`config.mk`:
```
export PLATFORM = sky130hd
export DESIGN_NAME = mul_share_arbiter
export DESIGN_NICKNAME = d
export VERILOG_FILES = /design/src/rtl/mul_share_arbiter.sv
export SDC_FILE = /design/constraint.sdc
export NUM_CORES = 1
export LEC_CHECK = 0
export ABC_AREA = 1
export CORE_AREA = 2 2 170 172
export CTS_CLUSTER_SIZE = 20
export DETAILED_ROUTE_END_ITERATION = 7
export DIE_AREA = 0 0 172 174
export GPL_TIMING_DRIVEN = 0
export REMOVE_ABC_BUFFERS = 1
export SYNTH_ARGS = -nofsm -noshare
export SYNTH_HDL_FRONTEND = slang
export SYNTH_SLANG_ARGS = --single-unit
```
`constraint.sdc`:
```
create_clock -name clk -period 3.2 [get_ports clk]
set_input_delay 0.48 -clock clk [delete_from_list [all_inputs] [get_ports clk]]
set_output_delay 0.48 -clock clk [all_outputs]
set_load 0.1 [all_outputs]
```
`src/rtl/mul_share_arbiter.sv`:
```
// ---------------------------------------------------------------------------
// mul_share_arbiter
//
// Shares one external pipelined multiplier between NUM_REQ requesters.
// Requests are granted round-robin, one per cycle. The granted operands are
// registered onto mul_a/mul_b. A requester tag travels through a shift
// register whose depth matches the multiplier latency. When the tag reaches
// the end of that register, the multiplier result is registered and returned
// to its owner as a one-hot strobe.
//
// Ports
//   clk          clock
//   reset        synchronous, active-high reset
//   flush        drops every in-flight operation (pointer/issue count kept)
//   req_valid    per-requester request
//   req_a/req_b  packed operands, requester i at [i*DATA_LEN +: DATA_LEN]
//   req_ready    one-hot combinational grant
//   mul_a/mul_b  registered operands to the multiplier
//   mul_reset    registered (reset | flush) to the multiplier
//   mul_result   multiplier output, PIPELINE_STAGE cycles after mul_a/mul_b
//   rsp_valid    one-hot result strobe, no backpressure
//   rsp_result   result data, held between strobes
//   outstanding  operations accepted but not yet returned
//   issue_count  total accepted operations, wrapping
// ---------------------------------------------------------------------------
module mul_share_arbiter #(
  parameter int NUM_REQ        = 4,
  parameter int DATA_LEN       = 32,
  parameter int PIPELINE_STAGE = 2
) (
  input  logic                                          clk,
  input  logic                                          reset,
  input  logic                                          flush,
  input  logic [NUM_REQ-1:0]                            req_valid,
  input  logic [NUM_REQ*DATA_LEN-1:0]                   req_a,
  input  logic [NUM_REQ*DATA_LEN-1:0]                   req_b,
  output logic [NUM_REQ-1:0]                            req_ready,
  output logic [DATA_LEN-1:0]                           mul_a,
  output logic [DATA_LEN-1:0]                           mul_b,
  output logic                                          mul_reset,
  input  logic [DATA_LEN-1:0]                           mul_result,
  output logic [NUM_REQ-1:0]                            rsp_valid,
  output logic [DATA_LEN-1:0]                           rsp_result,
  output logic [$clog2(NUM_REQ*(PIPELINE_STAGE+2)):0]   outstanding,
  output logic [31:0]                                   issue_count
);

  localparam int PTR_W = $clog2(NUM_REQ);
  localparam int CNT_W = $clog2(NUM_REQ*(PIPELINE_STAGE+2)) + 1;
  localparam int LAST  = PIPELINE_STAGE;

  // Decode a requester index into a one-hot vector.
  function automatic logic [NUM_REQ-1:0] idx_to_onehot(input logic [PTR_W-1:0] idx);
    logic [NUM_REQ-1:0] oh;
    oh      = {NUM_REQ{1'b0}};
    oh[idx] = 1'b1;
    return oh;
  endfunction

  // Arbitration state and combinational grant signals
  logic [PTR_W-1:0]    rr_ptr_r;
  logic [PTR_W:0]      cand_sum_s;
  logic [PTR_W-1:0]    cand_idx_s;
  logic                cand_hit_s;
  logic                grant_found_s;
  logic [PTR_W-1:0]    grant_idx_s;
  logic [NUM_REQ-1:0]  grant_s;
  logic                accept_s;
  logic [DATA_LEN-1:0] sel_a_s;
  logic [DATA_LEN-1:0] sel_b_s;

  // Datapath and bookkeeping registers
  logic [DATA_LEN-1:0]   mul_a_r;
  logic [DATA_LEN-1:0]   mul_b_r;
  logic                  mul_reset_r;
  logic [LAST:0]         tag_valid_r;
  logic [PTR_W-1:0]      tag_idx_r [0:LAST];
  logic [NUM_REQ-1:0]    rsp_valid_r;
  logic [DATA_LEN-1:0]   rsp_result_r;
  logic                  rsp_any_s;
  logic [CNT_W-1:0]      outstanding_r;
  logic [31:0]           issue_count_r;

  // Round-robin search: the first valid requester at or after the pointer,
  // wrapping. The pointer and the loop offset are both below NUM_REQ, so one
  // conditional subtraction is enough for the modulo.
  always_comb begin
    grant_found_s = 1'b0;
    grant_idx_s   = {PTR_W{1'b0}};
    cand_sum_s    = {(PTR_W+1){1'b0}};
    cand_idx_s    = {PTR_W{1'b0}};
    cand_hit_s    = 1'b0;
    for (int off = 0; off < NUM_REQ; off++) begin
      cand_sum_s    = {1'b0, rr_ptr_r} + (PTR_W+1)'(off);
      cand_idx_s    = (cand_sum_s >= (PTR_W+1)'(NUM_REQ)) ?
                      PTR_W'(cand_sum_s - (PTR_W+1)'(NUM_REQ)) :
                      cand_sum_s[PTR_W-1:0];
      cand_hit_s    = req_valid[cand_idx_s] & ~grant_found_s;
      grant_idx_s   = cand_hit_s ? cand_idx_s : grant_idx_s;
      grant_found_s = grant_found_s | cand_hit_s;
    end
  end

  // Gate the grant off while reset or flush is active.
  always_comb begin
    grant_s = {NUM_REQ{1'b0}};
    if (grant_found_s && !reset && !flush) begin
      grant_s = idx_to_onehot(grant_idx_s);
    end else begin
      grant_s = {NUM_REQ{1'b0}};
    end
  end

  assign req_ready = grant_s;
  // A grant is only ever given to a valid requester, so any grant is an accept.
  assign accept_s  = |grant_s;

  // Operand mux for the granted requester
  always_comb begin
    sel_a_s = {DATA_LEN{1'b0}};
    sel_b_s = {DATA_LEN{1'b0}};
    for (int i = 0; i < NUM_REQ; i++) begin
      sel_a_s = (grant_idx_s == PTR_W'(i)) ? req_a[i*DATA_LEN +: DATA_LEN] : sel_a_s;
      sel_b_s = (grant_idx_s == PTR_W'(i)) ? req_b[i*DATA_LEN +: DATA_LEN] : sel_b_s;
    end
  end

  // Round-robin pointer: moves past the accepted requester and holds otherwise.
  always_ff @(posedge clk) begin
    if (reset) begin
      rr_ptr_r <= {PTR_W{1'b0}};
    end else if (accept_s) begin
      rr_ptr_r <= (grant_idx_s == PTR_W'(NUM_REQ-1)) ? {PTR_W{1'b0}} :
                  grant_idx_s + PTR_W'(1);
    end else begin
      rr_ptr_r <= rr_ptr_r;
    end
  end

  // Operand registers feeding the multiplier; idle cycles present zero.
  always_ff @(posedge clk) begin
    if (reset || flush) begin
      mul_a_r <= {DATA_LEN{1'b0}};
      mul_b_r <= {DATA_LEN{1'b0}};
    end else if (accept_s) begin
      mul_a_r <= sel_a_s;
      mul_b_r <= sel_b_s;
    end else begin
      mul_a_r <= {DATA_LEN{1'b0}};
      mul_b_r <= {DATA_LEN{1'b0}};
    end
  end

  // Multiplier reset: the reset/flush request delayed by one cycle.
  always_ff @(posedge clk) begin
    mul_reset_r <= reset | flush;
  end

  // Tag shift register. Stage 0 lines up with mul_a/mul_b, and the last stage
  // lines up with mul_result. It advances every cycle because the multiplier
  // cannot stall.
  always_ff @(posedge clk) begin
    if (reset || flush) begin
      tag_valid_r <= {(LAST+1){1'b0}};
      for (int s = 0; s <= LAST; s++) begin
        tag_idx_r[s] <= {PTR_W{1'b0}};
      end
    end else begin
      tag_valid_r  <= {tag_valid_r[LAST-1:0], accept_s};
      tag_idx_r[0] <= accept_s ? grant_idx_s : {PTR_W{1'b0}};
      for (int s = 1; s <= LAST; s++) begin
        tag_idx_r[s] <= tag_idx_r[s-1];
      end
    end
  end

  // Response register. A flush suppresses a response that would otherwise
  // register in the flush cycle, and rsp_result keeps its last value.
  always_ff @(posedge clk) begin
    if (reset) begin
      rsp_valid_r  <= {NUM_REQ{1'b0}};
      rsp_result_r <= {DATA_LEN{1'b0}};
    end else if (flush) begin
      rsp_valid_r  <= {NUM_REQ{1'b0}};
      rsp_result_r <= rsp_result_r;
    end else if (tag_valid_r[LAST]) begin
      rsp_valid_r  <= idx_to_onehot(tag_idx_r[LAST]);
      rsp_result_r <= mul_result;
    end else begin
      rsp_valid_r  <= {NUM_REQ{1'b0}};
      rsp_result_r <= rsp_result_r;
    end
  end

  assign rsp_any_s = |rsp_valid_r;

  // In-flight count. A response is counted in the cycle its strobe is
  // visible, so an op stays outstanding up to and including that cycle.
  always_ff @(posedge clk) begin
    if (reset || flush) begin
      outstanding_r <= {CNT_W{1'b0}};
    end else if (accept_s && !rsp_any_s) begin
      outstanding_r <= outstanding_r + CNT_W'(1);
    end else if (!accept_s && rsp_any_s && (outstanding_r != {CNT_W{1'b0}})) begin
      outstanding_r <= outstanding_r - CNT_W'(1);
    end else begin
      outstanding_r <= outstanding_r;
    end
  end

  // Total accepted operations; wraps naturally at 32 bits.
  always_ff @(posedge clk) begin
    if (reset) begin
      issue_count_r <= 32'd0;
    end else if (accept_s) begin
      issue_count_r <= issue_count_r + 32'd1;
    end else begin
      issue_count_r <= issue_count_r;
    end
  end

  assign mul_a       = mul_a_r;
  assign mul_b       = mul_b_r;
  assign mul_reset   = mul_reset_r;
  assign rsp_valid   = rsp_valid_r;
  assign rsp_result  = rsp_result_r;
  assign outstanding = outstanding_r;
  assign issue_count = issue_count_r;

endmodule

```
==> flow_summary_export.csv <==
group,metric,value,unit
outcome,outcome,"finished, violations left",
outcome,violations,"negative setup slack",
timing,finalHoldViolCount,0,
worst_setup_path,cp_max_fo,7,
route,drt_iter0_markers,562,
cts,htree_levels,4,
yosys,synthesis.area,7700,µm²
timing,period_share,106,%
timing,finClkSkew,16.9,ps
placement,dpl.hpwl,22.6,mm
hold_path,min_path_cells,2,
power_and_ir_drop,p_leak,5.28,nW
worst_setup_path,r2r_start,"rr_ptr_r[0]",
worst_setup_path,worstPathCellList,"buf_6 -> nand2_1 -> nand3_2 -> nand2_2 -> nor2_4 -> nand3b_1 -> nand4_1 -> o21ai_4 -> buf_4 -> ha_4 -> o211ai_4 -> nand2_8 -> nand2_8 -> inv_2 -> fa_2 -> inv_2 -> a31oi_4 -> inv_2 -> nand3_2 -> nand3_2 -> nand2_1 -> nor2_1",
die,core_area,28200,µm²
cts,cts_root_buffer,"clkbuf_16",
worst_setup_path,crit_path_max_incr_delay,410,ps
timing,worstMarginPinSlew,1360,ps
global_route,grt_pass1_wl,54.4,mm
timing,drv_slew,0,
worst_setup_path,rr_worst_depth,22,
placement,dp_cells,1899,
flow_run,max_cap_violations,0,
global_route,grt_pass1_vias,9361,
worst_setup_path,cp-end-kind,"register",
cts,cts_tree,"yes",
route,dr.pass1.iters,5,
layout,fin_nets,1894,
yosys,syn_inst,1151,
power_and_ir_drop,p_switching,0.0106,W
hold_path,hp-class,"reg -> reg",
timing,relSlewSlack,8.81,%
global_route,grt_start_max_net_pins,92,
route,ant_nets,0,
yosys,yosysSeqAreaShare,38.7,%
global_route,grt_antenna_before_repair,1,
worst_setup_path,startpoint,"rr_ptr_r[0]",
worst_setup_path,crit_type,"reg -> reg",
power_and_ir_drop,pwr-share-seq,13.6,%
timing,rsz0062_at_grt,"true",
layout,stdcell_area,13900,µm²
worst_setup_path,critPathBufInv,5,
global_route,grt.overflow.total,0,
worst_setup_path,crit_cells,22,
cts,clk_latency,430,ps
placement,gp_congestion,0.882,
timing,setup_viol,4,
timing,max_freq,296,MHz
power_and_ir_drop,powerDensity,1330,nW/µm²
cts,cts_sinks,149,
placement,dpl_cell_area,12300,µm²
layout,final_cell_count_no_fill,1988,
yosys,avgSynthCellArea,6.69,µm²
worst_setup_path,cp.required,3560,ps
die,ios,437,
layout,drive_gt1_share,10.4,%
cts,path_clk_slew,80,ps
timing,min_period,3380,ps
die,start_util,27.3,%
timing,setup_slack,-178,ps
die,fp.dieArea,29900,µm²
placement,numPortBuffers,436,
yosys,synthesis.yosys.warnings,0,
route,viasPerCell,4.90,
power_and_ir_drop,swShare,57.5,%
cts,clk_path_buf_depth,2,
power_and_ir_drop,power_frac_clock,12.1,%
route,vias,9736,
layout,syn_to_final_growth,80.1,%
yosys,ys_types,38,
worst_setup_path,arrival,3740,ps
worst_setup_path,crit_slowest_cell,"dfxtp_4",
worst_setup_path,cp-endpoint,"outstanding[4]",
route,wl_per_cell,18.9,µm
global_route,grt_use_total,24.1,%
route,drc,0,
die,rows,62,
die,die_w,172,µm
worst_setup_path,critPathLaunchType,"register",
power_and_ir_drop,intPower,0.00786,W
worst_setup_path,r2r_slack,-180,ps
cts,numCtsBuffers,17,
power_and_ir_drop,ir_drop,0.000894,V
die,die_y,174,µm
yosys,synth-seq-cells,149,
worst_setup_path,reg2reg_to,"outstanding[4]",
power_and_ir_drop,combPwrFrac,74.3,%
worst_setup_path,cpLargestDelayFamily,"simple AND/OR/NAND/NOR gates",
route,drt-total-wl,37.6,mm
-- metrics by stage --
step                      setup TNS, ps  total power (W)  hold WS (ps)  setup slack, ps  utilization (%)
after floorplan                 -163680          0.00963           394            -2550                -
after global placement          -494680           0.0103           398            -5870             43.2
after detailed placement        -185560           0.0135           399            -2460             43.7
after CTS                        -0.663           0.0180           411           -0.663             48.3
after global routing               -972           0.0195           425             -332             49.1
final                              -400           0.0185           408             -178             49.1
-- cell families (layout without fill, tap and decap cells) --
family                   after synthesis  count (layout)  share of synthesized area (%)
AND/OR/NAND/NOR                      554             556                           29.3
AO/OA/AOI/OAI                        280             280                           20.6
flip-flops                           149             149                           38.7
buffers and inverters                140             590                           7.67
XOR/XNOR                              19              19                           2.16
adder cells (fa/ha/maj)                9               9                           1.56
other                                  0               1                              0
-- synthesized netlist by cell type --
master | count | area (µm²)
a211oi_1 | 64 | 480
a21oi_1 | 98 | 490
a31o_2 | 1 | 8.76
a31oi_1 | 1 | 6.26
and2_1 | 1 | 6.26
and3_1 | 1 | 6.26
buf_1 | 4 | 15.0
buf_2 | 9 | 45.0
buf_4 | 1 | 7.51
buf_6 | 6 | 67.6
clkbuf_1 | 56 | 210
dfxtp_1 | 149 | 2980
fa_1 | 1 | 20.0
ha_1 | 8 | 100
inv_1 | 58 | 218
inv_2 | 4 | 15.0
inv_4 | 2 | 12.5
nand2_1 | 302 | 1130
nand2_2 | 4 | 25.0
nand2_4 | 1 | 11.3
nand3_1 | 14 | 70.1
nand3_2 | 2 | 20.0
nand3b_1 | 1 | 7.51
nand4_1 | 10 | 62.6
nor2_1 | 179 | 672
nor2_4 | 1 | 11.3
nor3_1 | 23 | 115
nor3_2 | 4 | 40.0
nor4_1 | 8 | 50.1
nor4_2 | 1 | 12.5
nor4b_1 | 1 | 8.76
o211ai_2 | 2 | 25.0
o21ai_0 | 106 | 531
o21ai_1 | 7 | 35.0
o21bai_1 | 1 | 7.51
or2_2 | 1 | 6.26
xnor2_1 | 6 | 52.6
xor2_1 | 13 | 114
-- placed cells by master, fill, tap and decap left out, drive strengths merged, types with 2 or more instances in the layout --
cell type and count:
a211oi 64, o211ai 2, xor2 13, clkinv 5
xnor2 6, o21ai 113, bufbuf 2, clkdlybuf4s50 427
nand3 16, inv 73, dlygate4sd2 5, nor4 9
ha 8, nor3 27, nor2 180, nand4 10
nand2 309, a21oi 98, dfxtp 149, clkbuf 17
bufinv 3, buf 58
-- layout make-up --
class | instances | area, µm²
fillers | 2775 | 14400
repair buffers | 492 | 5020
multi-input cells | 864 | 4410
flip-flops and latches | 149 | 2990
well taps | 384 | 480
clock buffers | 17 | 425
inverters | 64 | 305
clock inverters | 15 | 211
repair inverters | 2 | 20.0
diodes | 1 | 2.50
-- power groups by stage --
stage	clock network (W)	logic, W	registers (W)
6_report	0.00224	0.0137	0.00251
4_1_cts	0.00229	0.0132	0.00251
2_1_floorplan	0	0.00407	0.00556
3_3_place_gp	0	0.00785	0.00242
5_1_grt	0.00237	0.0146	0.00256
3_5_place_dp	0	0.0110	0.00253
-- worst min path at each step --
stage	startpoint	endpoint	slack, ps
2_1_floorplan	tag_idx_r[0][0]	tag_idx_r[0][2]	390
3_3_place_gp	tag_valid_r[0]	tag_valid_r[1]	400
3_5_place_dp	tag_idx_r[0][0]	tag_idx_r[0][2]	400
4_1_cts	tag_idx_r[0][2]	tag_idx_r[0][4]	410
5_1_grt	tag_valid_r[0]	tag_valid_r[1]	430
6_report	tag_valid_r[0]	tag_valid_r[1]	410
-- timing repair --
| item | CTS | global route |
|---|---|---|
| gates cloned | 5 | 1 |
| hold endpoints to repair | 0 | 0 |
| pin swaps | 20 | 16 |
| hold buffers | 0 | 0 |
| setup endpoints to repair | 110 | 67 |
| buffers inserted | 35 | 15 |
| resized for setup | 88 | 24 |
-- sequential cells by signal (all words and copies together) (netlist names) --
| name | flops |
|---|---|
| mul_reset | 1 |
| outstanding | 5 |
| tag_idx_r | 6 |
| tag_valid_r | 3 |
| issue_count | 32 |
| mul_b | 32 |
| mul_a | 32 |
| rsp_result | 32 |
| rsp_valid | 4 |
| rr_ptr_r | 2 |
-- worst reg2reg max path: cells and delay by family (launching register included) --
family	cells	cell delay (ps)
compound gates	3	460
fa+ha+maj	2	520
buf+inv	5	460
flops	1	410
simple gates	12	1460
-- metal layers --
layer  global-route usage [%]  vias up  part of all wire [%]
met5                        0        -                     0
met4                     8.26        0                   3.1
met3                     6.28       76                   7.1
met2                     43.7      399                    51
met1                     27.0     4587                    39
li1                         -     4674                     -
(Power assumes the default switching activity.)
